## src/rtl/rule110_pkg.sv

```systemverilog
// Shared definitions for the rule-110 sequencer: default geometry, FSM
// state encoding and the single-cell rule-110 update function.
`timescale 1ns/1ps
package rule110_pkg;

  localparam int unsigned DEF_CELLS = 64;
  localparam int unsigned DEF_WORD  = 8;
  localparam int unsigned GENS_W    = 8;

  typedef enum logic [2:0] {
    ST_IDLE   = 3'd0,
    ST_LOAD   = 3'd1,
    ST_STEP   = 3'd2,
    ST_STREAM = 3'd3,
    ST_FINISH = 3'd4
  } state_e;

  // Rule 110 for one cell: l = left (higher index), c = centre, r = right.
  function automatic logic rule110_cell(input logic l, input logic c, input logic r);
    return (l & c & ~r) | (~l & c) | (~c & r);
  endfunction

endpackage

```

## src/rtl/rule110_step.sv

```systemverilog
// Combinational next generation of a CELLS-wide rule-110 automaton.
// Ports:
//   cells_i   current generation (bit i = cell i)
//   next_c_o  next generation; cells outside 0..CELLS-1 read as 0
`timescale 1ns/1ps
module rule110_step
  import rule110_pkg::*;
#(
  parameter int unsigned CELLS = DEF_CELLS
) (
  input  logic [CELLS-1:0] cells_i,
  output logic [CELLS-1:0] next_c_o
);

  // Zero guard cell on each side so the edges see no wrap-around.
  logic [CELLS+1:0] padded;
  assign padded = {1'b0, cells_i, 1'b0};

  for (genvar i = 0; i < CELLS; i++) begin : g_cell
    assign next_c_o[i] = rule110_cell(padded[i+2], padded[i+1], padded[i]);
  end

endmodule

```

## src/rtl/rule110_seq_ctrl.sv

```systemverilog
// Rule-110 run controller: loads a seed word-serially, runs a number of
// generations and streams each generation out MSW first.
// Ports:
//   clk, rst_n          clock, async active-low reset
//   ld_valid/ld_data/ld_ready   seed word input (IDLE only)
//   start, gens         begin a run of gens generations (IDLE only)
//   out_valid/out_data/out_ready stream of generation words
//   busy                high whenever not IDLE
//   done                one-cycle pulse at the end of a run
`timescale 1ns/1ps
module rule110_seq_ctrl
  import rule110_pkg::*;
#(
  parameter int unsigned CELLS = DEF_CELLS,
  parameter int unsigned WORD  = DEF_WORD
) (
  input  logic              clk,
  input  logic              rst_n,
  input  logic              ld_valid,
  input  logic [WORD-1:0]   ld_data,
  output logic              ld_ready,
  input  logic              start,
  input  logic [GENS_W-1:0] gens,
  output logic              out_valid,
  output logic [WORD-1:0]   out_data,
  input  logic              out_ready,
  output logic              busy,
  output logic              done
);

  localparam int unsigned NWORDS = CELLS / WORD;
  localparam int unsigned IDX_W  = (NWORDS > 1) ? $clog2(NWORDS) : 1;

  state_e              state_q, state_d;
  logic [CELLS-1:0]    cells_q, cells_d;
  logic [GENS_W-1:0]   rem_q, rem_d;
  logic [IDX_W-1:0]    idx_q, idx_d;
  logic [WORD-1:0]     out_data_q, out_data_d;
  logic                out_valid_q, out_valid_d;
  logic                busy_q, busy_d;
  logic                done_q, done_d;
  logic                ld_ready_q, ld_ready_d;
  logic [CELLS-1:0]    step_next;

  rule110_step #(.CELLS(CELLS)) u_step (
    .cells_i  (cells_q),
    .next_c_o (step_next)
  );

  // Next-state, datapath and registered-output decode.
  always_comb begin
    state_d    = state_q;
    cells_d    = cells_q;
    rem_d      = rem_q;
    idx_d      = idx_q;
    out_data_d = out_data_q;
    done_d     = 1'b0;

    unique case (state_q)
      ST_IDLE: begin
        // Load is applied before start so a same-cycle word joins the seed.
        if (ld_valid && ld_ready) begin
          cells_d = CELLS'({cells_q, ld_data});
        end
        if (start) begin
          if (gens != '0) begin
            rem_d   = gens;
            state_d = ST_STEP;
          end else begin
            done_d = 1'b1;
          end
        end
      end
      ST_STEP: begin
        cells_d = step_next;
        rem_d   = rem_q - GENS_W'(1);
        idx_d   = '0;
        state_d = ST_STREAM;
      end
      ST_STREAM: begin
        if (out_ready) begin
          if (idx_q == IDX_W'(NWORDS - 1)) begin
            idx_d   = '0;
            state_d = (rem_q != '0) ? ST_STEP : ST_FINISH;
          end else begin
            idx_d = idx_q + IDX_W'(1);
          end
        end
      end
      ST_FINISH: begin
        state_d = ST_IDLE;
      end
      // LOAD is never entered (seed loading happens in IDLE); recover to IDLE.
      default: begin
        state_d = ST_IDLE;
      end
    endcase

    // Word select follows the next cells/index so out_data is registered.
    for (int unsigned k = 0; k < NWORDS; k++) begin
      if (idx_d == IDX_W'(k)) begin
        out_data_d = cells_d[CELLS-1-k*WORD -: WORD];
      end
    end

    out_valid_d = (state_d == ST_STREAM);
    busy_d      = (state_d != ST_IDLE);
    ld_ready_d  = (state_d == ST_IDLE);
    done_d      = done_d | (state_d == ST_FINISH);
  end

  // State and output registers.
  always_ff @(posedge clk or negedge rst_n) begin
    if (!rst_n) begin
      state_q     <= ST_IDLE;
      cells_q     <= '0;
      rem_q       <= '0;
      idx_q       <= '0;
      out_data_q  <= '0;
      out_valid_q <= 1'b0;
      busy_q      <= 1'b0;
      done_q      <= 1'b0;
      ld_ready_q  <= 1'b1;
    end else begin
      state_q     <= state_d;
      cells_q     <= cells_d;
      rem_q       <= rem_d;
      idx_q       <= idx_d;
      out_data_q  <= out_data_d;
      out_valid_q <= out_valid_d;
      busy_q      <= busy_d;
      done_q      <= done_d;
      ld_ready_q  <= ld_ready_d;
    end
  end

  assign ld_ready  = ld_ready_q;
  assign out_valid = out_valid_q;
  assign out_data  = out_data_q;
  assign busy      = busy_q;
  assign done      = done_q;

endmodule
```

## config.mk

```make
export PLATFORM = sky130hd
export DESIGN_NAME = rule110_seq_ctrl
export DESIGN_NICKNAME = d
export VERILOG_FILES = /design/src/rtl/rule110_pkg.sv /design/src/rtl/rule110_step.sv /design/src/rtl/rule110_seq_ctrl.sv
export SDC_FILE = /design/constraint.sdc
export NUM_CORES = 1
export LEC_CHECK = 0
export BUFFER_PORTS_ARGS = -buffer_cell sky130_fd_sc_hd__buf_2
export CAP_MARGIN = 10
export CORE_UTILIZATION = 35
export CTS_CLUSTER_SIZE = 10
export DETAILED_ROUTE_END_ITERATION = 8
export PLACE_DENSITY_LB_ADDON = 0.08
export SLEW_MARGIN = 25
export SYNTH_ARGS = -nofsm -noshare
export SYNTH_HDL_FRONTEND = slang
export SYNTH_HIERARCHICAL = 1
export SYNTH_SLANG_ARGS = --single-unit
```

## constraint.sdc

```tcl
create_clock -name clk -period 3 [get_ports clk]
set_input_delay 0.3 -clock clk [delete_from_list [all_inputs] [get_ports clk]]
set_output_delay 0.3 -clock clk [all_outputs]
set_load 0.02 [all_outputs]
```

==> impl_metrics.ini <==
[detailed_routing]
vias_per_cell = 6.276
routed-via-count = 5818
drtPass1Iterations = 5
wl_per_cell_um = 21.97
detail_route.iter0.violations = 607
drt_wl_total_um = 20360
antenna_left = 0
route.detailed.drc = 0

[grt]
grtUsageTotal_pct = 25.32
grt_pass1_vias = 5542
grt_pass1_wl_um = 32440
grt-ovfl-total = 0
grt_max_degree = 66
antenna_found_initial = 0

[timing]
fmax_mhz = 358.7
fin_setup_tns_ps = 0
worst_pin_slew_ps = 823.9
post-route-period-util_pct = 92.92
rsz0062_at_grt = false
hold_viol = 0
slew_violations = 0
hold_slack_ps = 29.12
final.min_clock_period_ps = 2788
fin_skew_ps = 12.80
setup_violations = 0
slew_headroom_pct = 45.07

[layout]
layout_commonest_cell = o22ai_1
drive_above_1_share_pct = 12.66
final_cell_mix = 131 x o22ai_1, 89 x dfrtp_1, 83 x a21oi_1
fillers = 1685
area_growth_pct = 13.48
fin_nets = 731
fin_area_um2 = 6540
final_cells = 927
antenna_cells = 0

[clocking]
cts_buffers = 9
cts_hold_buffers = 0
cts_tree = done
clock-sinks = 90
clk_pin_slew_worst_paths_ps = 70
cts_htree_levels = 3
post_cts_buffers = 0
clock-root-buffer = clkbuf_16
postCtsResizedCells = 0
clk_latency_ps = 360
cts_max_path_buffers = 2

[placement]
hpwl_um = 14210
placed_area_um2 = 6242
io_buffers = 32
gp_congestion = 0.9115
dp.cells = 911

[yosys]
synth_flop_cell = dfrtp_1
ys_warn_count = 6
ys_async_sr_fraction_pct = 100.0
synth-edff-count = 0
ys_ff_latch = 90
syn_nets = 714
syn_avg_cell_area_um2 = 8.364
ys_types = 61
netlist_instances = 689
ys_seq_area_share_pct = 39.10
synth_area_um2 = 5763

[floorplan]
fp.dieH_um = 130.3
fp-row-count = 46
coreArea_um2 = 16000
die_x_um = 130.3
ioPinCount = 33
dieArea_um2 = 16980
initial_core_util_pct = 36.02

[power]
power.switching_w = 0.003822
pwr-share-clk_pct = 14.5
intPower_w = 0.004337
p_seq_share_pct = 35.3
leakagePower_nw = 2.490
pwr-share-comb_pct = 50.2
finalPower_w = 0.008159
ir_drop_uv = 369.0
p_sw_share_pct = 46.84
power.density_nw_per_um2 = 1248

[flow_run]
maxCapViolations = 0

[setup_path]
critPathRequiredTime_ps = 3230
cp_max_fo = 8
worst_r2r_path_depth = 9
arrival_ps = 3020
crit_type = register to register
reg2reg_setup_slack_ps = 210
rr_startpoint = idx_q[0]
end_kind = register
cp-start-kind = register
r2r_end = out_data[5]

[min_path]
hp-class = primary input to async pin

[status]
status = complete, no violations
-- worst max-delay path: stages, from the launching register on --
cell	delay, ps
dfrtp_1	410
ha_1	220
ha_1	190
or4b_1	530
and2_1	280
buf_4	210
a21o_4	240
o221ai_1	170
a21oi_1	90
o311a_1	310
-- cells by family (layout without fill, tap and decap cells) --
logic type	Yosys count	count (layout)	share of synthesized area, %
buf+inv	65	87	5.015
flops	90	90	39.10
mux	7	7	1.216
simple gates	176	176	15.05
compound gates	347	347	38.75
fa+ha+maj	4	4	0.8685
-- registers in the layout, indices dropped and copies added, names as in the netlist --
| name | count |
|---|---|
| idx_q | 3 |
| rem_q | 8 |
| ld_ready | 1 |
| cells_q | 64 |
| done | 1 |
| out_data | 8 |
| state_q | 3 |
| busy | 1 |
| out_valid | 1 |
-- power by group through the flow --
stage          clock network (W)  logic [W]  registers (W)
4_1_cts                  0.00119    0.00406        0.00284
5_1_grt                  0.00126    0.00452        0.00300
2_1_floorplan                  0    0.00304        0.00256
6_report                 0.00118    0.00410        0.00288
3_3_place_gp                   0    0.00400        0.00286
3_5_place_dp                   0    0.00405        0.00286
-- metrics by stage --
stage | util (%) | setup WS (ps)
2_1_floorplan | - | 574.3
3_3_place_gp | 39.01 | 310.8
3_5_place_dp | 39.01 | 250.3
4_1_cts | 40.87 | 231.0
5_1_grt | 40.87 | 92.51
6_report | 40.87 | 212.4
-- final cells by class --
class	instances	area, um^2	share of cell area [%]
multi-input combinational	534	3246	49.63
sequential	90	2253	34.46
timing repair buffer	61	430.4	6.581
tap	216	270.3	4.132
clock buffer	12	246.5	3.769
clock inverter	4	51.30	0.7844
inverter	10	42.54	0.6505
-- how the worst max path moves through the flow --
stage | from | endpoint | slack, ps | depth (start not counted)
2_1_floorplan | idx_q[0] | out_data[5] | 570 | 9
3_3_place_gp | idx_q[0] | out_data[3] | 310 | 9
3_5_place_dp | idx_q[0] | out_data[3] | 250 | 9
4_1_cts | idx_q[0] | out_data[5] | 230 | 9
5_1_grt | idx_q[0] | out_data[3] | 90 | 9
6_report | idx_q[0] | out_data[5] | 210 | 9
-- cell usage after synthesis, drive strengths merged (5+ instances only) --
cell type	instances	area, um^2
dfrtp	89	2227
nand3	57	285.3
o21a	56	420.4
a22oi	5	37.54
o22ai	131	819.5
nor2	48	180.2
mux2i	7	70.07
nand2	26	97.59
buf	31	156.4
and2	8	52.55
a211oi	6	45.04
o21ai	25	125.1
nor3	10	50.05
clkbuf	24	90.09
a21oi	83	415.4
inv	9	33.78
or3	8	50.05
o221ai	6	52.55
-- metal layers --
metal	global-route usage, %	wire (um)	up-vias
li1	-	-	2745
met5	0	0	-
met4	8.003	327	0
met3	2.829	812	24
met1	36.86	9769	2876
met2	39.08	9454	173
Note: power is estimated with default switching activity, not from simulation.
